<file path="src/rtl/datapath_param.sv">
// datapath_param: parametrised RISC datapath with register file, A/B/C pipeline registers, B-side shifter, 4-op ALU and {N,V,Z} status
// Ports: clk/reset (sync, active-high); readnum/writenum/write drive the register file; vsel selects writeback (C, pc, sximm8, mdata);
// loada/loadb/loadc/loads enable the A, B, C and status registers; asel/bsel/shift/ALUop steer the ALU; status={N,V,Z}; datapath_out=C.
// Optional macro DATAPATH_RF_BYPASS_EN forwards same-cycle write data to the register-file read port.
module datapath_param #(
  parameter int WIDTH  = 16,
  parameter int REG_AW = 3
) (
  input  logic              clk,
  input  logic              reset,
  input  logic [REG_AW-1:0] readnum,
  input  logic [REG_AW-1:0] writenum,
  input  logic              write,
  input  logic [1:0]        vsel,
  input  logic              loada,
  input  logic              loadb,
  input  logic              asel,
  input  logic              bsel,
  input  logic [1:0]        shift,
  input  logic [1:0]        ALUop,
  input  logic              loadc,
  input  logic              loads,
  input  logic [WIDTH-1:0]  mdata,
  input  logic [WIDTH-1:0]  pc,
  input  logic [WIDTH-1:0]  sximm5,
  input  logic [WIDTH-1:0]  sximm8,
  output logic [2:0]        status,
  output logic [WIDTH-1:0]  datapath_out
);
  localparam int NREGS = 2**REG_AW;
  localparam int MSB = WIDTH-1;
  logic [WIDTH-1:0] rf_q [NREGS];
  logic [WIDTH-1:0] rf_d [NREGS];
  logic [WIDTH-1:0] a_q, a_d, b_q, b_d, c_q, c_d;
  logic [2:0]       status_q, status_d;
  logic [WIDTH-1:0] wb_data, rd_data, b_sh, ain, bin, res;
  logic             ovf;
  always_comb begin
    wb_data = vsel == 2'b00 ? c_q : vsel == 2'b01 ? pc : vsel == 2'b10 ? sximm8 : mdata;
`ifdef DATAPATH_RF_BYPASS_EN
    rd_data = (write && writenum == readnum) ? wb_data : rf_q[readnum];
`else
    rd_data = rf_q[readnum];
`endif
    b_sh = shift == 2'b00 ? b_q :
           shift == 2'b01 ? {b_q[MSB-1:0], 1'b0} :
           shift == 2'b10 ? {1'b0, b_q[MSB:1]} : {b_q[MSB], b_q[MSB:1]};
    ain = asel ? '0 : a_q;
    bin = bsel ? sximm5 : b_sh;
    res = ALUop == 2'b00 ? ain + bin : ALUop == 2'b01 ? ain - bin : ALUop == 2'b10 ? ain & bin : ~bin;
    ovf = ALUop == 2'b00 ? (ain[MSB] == bin[MSB]) && (res[MSB] != ain[MSB]) :
          ALUop == 2'b01 ? (ain[MSB] != bin[MSB]) && (res[MSB] != ain[MSB]) : 1'b0;
    rf_d = rf_q;
    if (write) rf_d[writenum] = wb_data;
    a_d = loada ? rd_data : a_q;
    b_d = loadb ? rd_data : b_q;
    c_d = loadc ? res : c_q;
    status_d = loads ? {res[MSB], ovf, res == '0} : status_q;
  end
  always_ff @(posedge clk) begin
    if (reset) begin
      rf_q <= '{default: '0};
      a_q <= '0;
      b_q <= '0;
      c_q <= '0;
      status_q <= '0;
    end else begin
      rf_q <= rf_d;
      a_q <= a_d;
      b_q <= b_d;
      c_q <= c_d;
      status_q <= status_d;
    end
  end
  assign status = status_q;
  assign datapath_out = c_q;
endmodule

</file>
<file path="config.mk">
export PLATFORM = sky130hd
export DESIGN_NAME = datapath_param
export DESIGN_NICKNAME = d
export VERILOG_FILES = /design/src/rtl/datapath_param.sv
export SDC_FILE = /design/constraint.sdc
export NUM_CORES = 1
export LEC_CHECK = 0
export CAP_MARGIN = 10
export CORE_MARGIN = 2
export CORE_UTILIZATION = 50
export DETAILED_ROUTE_END_ITERATION = 6
export GPL_TIMING_DRIVEN = 0
export HOLD_SLACK_MARGIN = 0.06
export PLACE_DENSITY_LB_ADDON = 0.1
export SLEW_MARGIN = 5
export SYNTH_ARGS = -nofsm -noshare
export SYNTH_HDL_FRONTEND = slang
export SYNTH_SLANG_ARGS = --single-unit
</file>
<file path="constraint.sdc">
create_clock -name clk -period 11.55 [get_ports clk]
set_input_delay 2.8875 -clock clk [delete_from_list [all_inputs] [get_ports clk]]
set_output_delay 2.8875 -clock clk [all_outputs]
set_load 0.02 [all_outputs]
</file>
; ---- Yosys cells after proc, flatten, opt, wreduce, memory -nomap -nowiden
; Cells that the tools add are included.
[word_totals]
ff_bits = 179
latch_bits = 0
ram_bits = 0
rom_bits = 0
inputBits = 85
wordCells = 56
memories = 0
[classes]
addsub = 2
n_mul = 0
n_div = 0
order_cmp = 3
eq_ne = 9
n_shift = 0
n_mux = 19
bitwise = 4
n_reduce_logical = 7
[ops]
columns = op, n
row1 = 16-bit two-way mux, 14
row2 = 128-bit bitwise mux, 1
row3 = 16-bit binary-select mux with 3-bit select, 1
row4 = 16-bit demux with 3-bit select, 1
row5 = 16-bit adder, 1
row6 = 16-bit AND, 1
row7 = 16-bit zero test, 1
row8 = 16-bit inverter, 1
row9 = 16-bit subtractor, 1
row10 = 4-bit >= comparator (second input constant), 2
row11 = 3-bit inverter with 4-bit output, 2
row12 = 2-bit by 1-bit equality test with 1-bit output (second input constant), 3
row13 = 2-bit equality test (second input constant), 3
row14 = 2-bit zero test, 3
row15 = 4-bit by 1-bit less-than comparator with 1-bit output (second input constant), 1
row16 = 1-bit logical AND, 3
row17 = 1-bit two-way mux, 2
row18 = 1-bit != test, 2
row19 = 1-bit equality test, 1

; ---- Depth between registers and ports, before layout
[logic_depth]
word_depth = 13
ltp_mapped = 19
depth_no_buf = 16

; ---- Worst setup path after synthesis
; OpenSTA, ideal clock, no wires.
[synth_timing]
path_type = in2reg
start = input shift[0]
end = register status_q[0] (netlist: status[0])
t_arrival_ns = 6.416
required_ns = 11.491
setup_slack_ns = 5.075
stages = 16
cell_sequence = buf_6 > mux2i_1 > o21ai_1 > mux2i_1 > inv_1 > fa_1 > a211oi_2 > mux2i_1 > o31ai_2 > xor2_1 > a21oi_1 > or4b_1 > or4_1 > or4b_1 > nor4_2 > a31o_1
[synth_via]
elab_chain_cells = 10
elab_cells_between_ends = 15
cone_classes = 2 x add/sub / 2 x eq/ne / 7 x mux / 2 x bitwise / 2 x reduce/logical
[synth_lines]
columns = item, line
row1 = from (decl), 19  ; input logic [1:0] shift,
row2 = 2-bit equality test, 47  ; shift == 2'b10 ? {1'b0, b_q[MSB:1]} : {b_q[MSB], b_q[MSB:1]};
row3 = 16-bit two-way mux, 47
row4 = 16-bit two-way mux, 46  ; shift == 2'b01 ? {b_q[MSB-1:0], 1'b0} :
row5 = 16-bit two-way mux (*), 45  ; b_sh = shift == 2'b00 ? b_q :
row6 = 16-bit two-way mux (*), 49  ; bin = bsel ? sximm5 : b_sh;
row7 = "parallel branches: the longest is 3 deep, another holds 16-bit subtractor", n/a
row8 = 16-bit two-way mux (*), 50  ; res = ALUop == 2'b00 ? ain + bin : ALUop == 2'b01 ? ain - bin : ALUop == 2'b10 ? ain & bin : ~bin;
row9 = 16-bit zero test (*), 58  ; status_d = loads ? {res[MSB], ovf, res == '0} : status_q;
row10 = to (signal assigned), 72  ; status_q <= status_d;
row11 = to (decl), 35  ; logic [2:0] status_q, status_d;
; Every way passes the cells marked *.
; A chain may end at the register's enable or synchronous reset.

; ---- Final worst setup path
[layout_timing]
start = input shift[1]
end = register status_q[0] (netlist: status[0])
; The elaborated chain is that of the path after synthesis.

==> results.md <==
Placed design:
- The placed wire-length estimate after detailed placement is 23,100 um.
- OpenSTA, run right after detailed placement, puts the worst setup slack at 3910 ps.
- At the end of routability-driven placement, the weighted congestion stood at 0.911.
- The number of instances in the placed design is 1,563.
- The quantity of I/O buffers inserted on ports is 93.

Finish:
- From synthesis to final layout, the design area changed by 18.5%.
- Summing all multi-input logic gate instances after layout gives 5870 sq um.
- The end-of-flow core utilization is 0.605.
- In the final layout, flip-flops and latches occupy 3580 sq um.
- The total inserted antenna cells is 0.
- The finished layout holds 1,595 standard cells, fillers aside.
- The number of filler cells placed in the layout is 1,820.
- The number of nets in the final layout is 1,435.
- The share of layout cells above drive strength 1 is 0.0782.

CTS:
- Clock tree synthesis found a total of 179 sinks.
- The tree is rooted in a sky130_fd_sc_hd__clkbuf_16.
- After clock tree synthesis, the repair step resized 0 gates.
- The number of setup buffers added after CTS is 0.
- The deepest clock path buffer count is 2.
- In this run the number of H-tree levels came out at 4.
- The CTS buffer count is 17.
- The quantity of hold-fixing buffers added after cts is 0.
- The clock network latency to the later pin of the worst-skew pair is about 430 ps.
- TritonCTS built the clock tree.
- The clock-pin slew on the worst setup and hold paths is 70 ps.

Global route:
- The initial antenna violation count is 0.
- For this run, the total global-route usage over all layers was measured as 0.279.
- The global-route wire length before repair is 46,900 um.
- The layer flagged by global routing as most heavily used is met2.
- The via count of the first global-routing pass was just under 9,000.
- For met3 alone, demand over resource in global routing was 0.0352.
- The total congestion overflow after global routing is 0.
- For met1 alone, demand over resource in global routing was 0.353.
- The met2 routing resource usage after global routing is 0.489.
- The maximum number of pins on one net before global-route repair is 17.

Synthesis:
- The complex-gate fraction of the synthesized area is 0.174.
- Counting flops and latches in the post-synthesis netlist gives 179.
- The cell area after synthesis is 9940 sq um.
- The share of synthesized area spent on multiplexers is 0.163.
- The sequential-to-total area share from yosys stat is 0.361.
- Of the total synthesized cell area, the portion taken by AND, OR, NAND and NOR gates is 0.197.
- The largest area contributor in the synthesized netlist is sky130_fd_sc_hd__dfxtp_1.
- The synthesized instance count is 1,205.
- After synthesis, the largest family of logic cells by area is simple AND/OR/NAND/NOR gates.
- After synthesis, the cell types taking the most area are sky130_fd_sc_hd__dfxtp_1 (36%), sky130_fd_sc_hd__nand2_1 (11%), sky130_fd_sc_hd__mux4_2 (11%).
- Among all flip-flop cells after synthesis, the most frequent one is sky130_fd_sc_hd__dfxtp_1.
- The synthesized netlist contains 61 unique library cells.
- Of the total synthesized cell area, the portion taken by full adders, half adders and majority gates is 0.0431.
- Yosys mapped a number of flops with a built-in enable equal to 0.
- The average footprint of a synthesized cell is 8.25 sq um.
- The count of warnings emitted by yosys is 0.
- The share of async-settable or async-resettable flops after synthesis is 0.
- Of the post-synthesis cell area, the dominant cell type holds 0.361.
- The synthesized net count is 1,323.
- The synthesized-area fraction occupied by xor and xnor cells is 0.0141.

Route:
- Using the TritonRoute via totals, the vias-per-cell ratio works out to 5.65.
- The first-pass iteration count of the detailed router is 5.
- The first-iteration detailed-routing DRC count is 569.
- The detail-routed net length per standard cell is ~18 um.
- Detailed routing inserted a total of 9,011 vias.
- In the routed design, unresolved DRC markers number 0.
- The sum of routed wire length over all layers is a little under 30,000 um.
- The count of nets left with antenna violations once routing finished came out at 0.

Pwr:
- The worst-case vdd ir drop is 0.0906 mV.
- For this design the static power due to leakage is 4.26 nW.
- The power per unit of standard cell area is 127 nW/um^2.

Die:
- For this design the top-level I/O count stands at between 100 and 150.
- After floorplanning, the core was sized to cover ~19,000 sq um.
- The die area is ~21,000 sq um.
- Measured along the x axis, the die boundary spans 145 um.
- The cell row count is 51.
- The die is 145 um tall.
- The initial standard-cell utilization of the core is 0.511.

Worst setup path:
- Along the worst path, the maximum fanout reaches 10.
- The nature of the critical path endpoint is a register.
- The critical path's most frequent cell is sky130_fd_sc_hd__o21ai_1.
- For this run, the slowest stage of the critical path takes around 650 ps.
- The start of the worst register-to-register path is b_q[0].
- The critical path goes through clkdlybuf4s50_1 > buf_2 > a21oi_1 > o21ai_1 > ha_1 > inv_1 > fa_1 > nor2b_2 > o21ai_1 > a211oi_1 > o41ai_1 > xnor2_1 > mux2i_1 > or4_1 > or4b_1 > nor4_2 > a31o_1.
- The launch point of the worst path is shift[1].
- STA puts the critical path data required time at between 10,000 and 15,000 ps.
- The kind of start point of the critical path is an input pin.
- The cell family contributing the most delay on the critical path is simple AND/OR/NAND/NOR gates.
- For this design, the slowest cell found on the critical path is sky130_fd_sc_hd__or4_1.
- STA puts the critical path data arrival time at 7640 ps.
- The type of the setup path with the least slack is input pin to register.
- The critical path buffer and inverter count is 3.

Timing:
- The number of slew-limit violations in the final report is 0.
- On the final layout, the worst hold slack is 453 ps.
- The total count of hold-check failures in the final report came to 0.
- The worst pin sits at a relative slew slack of 0.380.
- For the pin with the worst max-slew slack, the measured transition is 930 ps.
- The maximum clock skew at final layout is between 6 and 7 ps.
- The maximum achievable frequency is 0.138 GHz.
- Setup violations remaining at the end of the flow were counted as 0.
- The setup TNS after final layout is 0 ps.
- Setup repair after global routing left no endpoint under its margin.
- Once routing completed, OpenROAD measured the worst setup slack at around 4300 ps.
- Counting I/O delays and the setup requirement, the final critical path takes around 7300 ps.
- Dividing the final minimum period by the clock period gives 0.629.

Min path:
- The min-delay analysis places its worst path in the category register to register.
- In this run the most critical hold path is launched from rf_q[102].

Run status:
- The run finished with clean final reports.

Flow run:
- Across the run, the number of max-cap violations was 0.
## metal layers
metal  vias to the layer above  part of all wire
li1                       4426                 -
met1                      4317              0.43
met2                       218              0.50
met3                        50             0.039
met4                         0             0.027
met5                         -                 0
## state kept, by name, summed over array words and instances, names as in the netlist
signal / flops
b_q: 16
a_q: 16
rf_q: 128
datapath_out: 16
status: 3
## report_power, final
part           internal, mW  total [mW]  switching [mW]
logic                 0.114       0.275           0.161
registers             0.638       0.653          0.0148
clock network         0.326       0.571           0.245
## path summary, 6_finish.rpt
check,to,slack (ps),cells past startpoint
setup / recovery,status[0],4290,17
hold / removal,rf_q[102],450,2
setup reg to reg,status[0],7040,16
hold reg to reg,rf_q[102],450,2
## cells in the mapped netlist, types with 2 or more instances
| cell type | number |
|---|---|
| sky130_fd_sc_hd__nand2b_1 | 8 |
| sky130_fd_sc_hd__clkbuf_1 | 64 |
| sky130_fd_sc_hd__xor2_1 | 5 |
| sky130_fd_sc_hd__nor3b_1 | 4 |
| sky130_fd_sc_hd__nor3_1 | 17 |
| sky130_fd_sc_hd__o22ai_1 | 2 |
| sky130_fd_sc_hd__mux2_2 | 2 |
| sky130_fd_sc_hd__nand4_1 | 2 |
| sky130_fd_sc_hd__mux2i_1 | 48 |
| sky130_fd_sc_hd__nor2_1 | 90 |
| sky130_fd_sc_hd__o21ai_0 | 20 |
| sky130_fd_sc_hd__buf_2 | 3 |
| sky130_fd_sc_hd__nand2_1 | 295 |
| sky130_fd_sc_hd__buf_1 | 8 |
| sky130_fd_sc_hd__inv_1 | 31 |
| sky130_fd_sc_hd__o41ai_1 | 3 |
| sky130_fd_sc_hd__o211ai_1 | 9 |
| sky130_fd_sc_hd__xnor2_1 | 11 |
| sky130_fd_sc_hd__o31ai_1 | 7 |
| sky130_fd_sc_hd__or4b_1 | 2 |
| sky130_fd_sc_hd__ha_1 | 31 |
| sky130_fd_sc_hd__o21bai_1 | 4 |
| sky130_fd_sc_hd__dfxtp_1 | 179 |
| sky130_fd_sc_hd__a211oi_1 | 42 |
| sky130_fd_sc_hd__inv_2 | 2 |
| sky130_fd_sc_hd__and3b_1 | 2 |
| sky130_fd_sc_hd__nand3_1 | 11 |
| sky130_fd_sc_hd__nor2b_1 | 29 |
| sky130_fd_sc_hd__o21ai_1 | 4 |
| sky130_fd_sc_hd__a211oi_2 | 2 |
| sky130_fd_sc_hd__a221oi_1 | 2 |
| sky130_fd_sc_hd__a31oi_1 | 4 |
| sky130_fd_sc_hd__a21o_1 | 3 |
| sky130_fd_sc_hd__a21oi_1 | 178 |
| sky130_fd_sc_hd__mux4_2 | 49 |
| sky130_fd_sc_hd__fa_1 | 2 |
| sky130_fd_sc_hd__buf_4 | 3 |
| sky130_fd_sc_hd__buf_6 | 4 |
## cell type report
class	instances	area share
Timing Repair Buffer	93	0.0791
Inverter	35	0.0115
Multi-Input combinational cell	909	0.498
Clock buffer	20	0.0379
Buffer	82	0.0300
Clock inverter	12	0.0109
Tap cell	265	0.0282
Sequential cell	179	0.304
## tightest hold or removal path, delay by kind of cell (launching register included)
| family | cells | cell delay [ps] |
|---|---|---|
| compound gates | 1 | 50 |
| flops | 1 | 310 |
| simple gates | 1 | 50 |
## kinds of logic after synthesis
family,after synthesis
AO/OA/AOI/OAI,293
XOR/XNOR,16
adder cells (fa/ha/maj),33
buffers and inverters,117
flip-flops,179
multiplexers,100
AND/OR/NAND/NOR,467
## through the flow
stage	area (sq um)	power [mW]
2_1_floorplan	9940	0.838
3_3_place_gp	11200	0.935
3_5_place_dp	11200	0.938
4_1_cts	11800	1.50
5_1_grt	11800	1.55
6_report	11800	1.50
## placed cells by master (no fill, tap or decap), types with 3 or more instances in the layout
| cell type | n |
|---|---|
| sky130_fd_sc_hd__buf_2 | 3 |
| sky130_fd_sc_hd__mux2i_1 | 48 |
| sky130_fd_sc_hd__nor3_1 | 17 |
| sky130_fd_sc_hd__mux4_2 | 49 |
| sky130_fd_sc_hd__clkdlybuf4s50_1 | 93 |
| sky130_fd_sc_hd__clkinv_2 | 6 |
| sky130_fd_sc_hd__nor3b_1 | 4 |
| sky130_fd_sc_hd__nor2b_1 | 29 |
| sky130_fd_sc_hd__ha_1 | 31 |
| sky130_fd_sc_hd__a21o_1 | 3 |
| sky130_fd_sc_hd__o21ai_1 | 4 |
| sky130_fd_sc_hd__o211ai_1 | 9 |
| sky130_fd_sc_hd__a211oi_1 | 42 |
| sky130_fd_sc_hd__o31ai_1 | 7 |
| sky130_fd_sc_hd__xor2_1 | 5 |
| sky130_fd_sc_hd__clkbuf_1 | 66 |
| sky130_fd_sc_hd__o21bai_1 | 4 |
| sky130_fd_sc_hd__buf_6 | 4 |
| sky130_fd_sc_hd__a21oi_1 | 178 |
| sky130_fd_sc_hd__a31oi_1 | 4 |
| sky130_fd_sc_hd__nand3_1 | 11 |
| sky130_fd_sc_hd__xnor2_1 | 11 |
| sky130_fd_sc_hd__nand2b_1 | 8 |
| sky130_fd_sc_hd__o21ai_0 | 20 |
| sky130_fd_sc_hd__o41ai_1 | 3 |
| sky130_fd_sc_hd__inv_1 | 31 |
| sky130_fd_sc_hd__buf_1 | 8 |
| sky130_fd_sc_hd__buf_4 | 3 |
| sky130_fd_sc_hd__dfxtp_1 | 179 |
| sky130_fd_sc_hd__clkbuf_16 | 17 |
| sky130_fd_sc_hd__inv_6 | 4 |
| sky130_fd_sc_hd__nand2_1 | 295 |
| sky130_fd_sc_hd__nor2_1 | 90 |
Note: power is estimated with default switching activity, not from simulation.
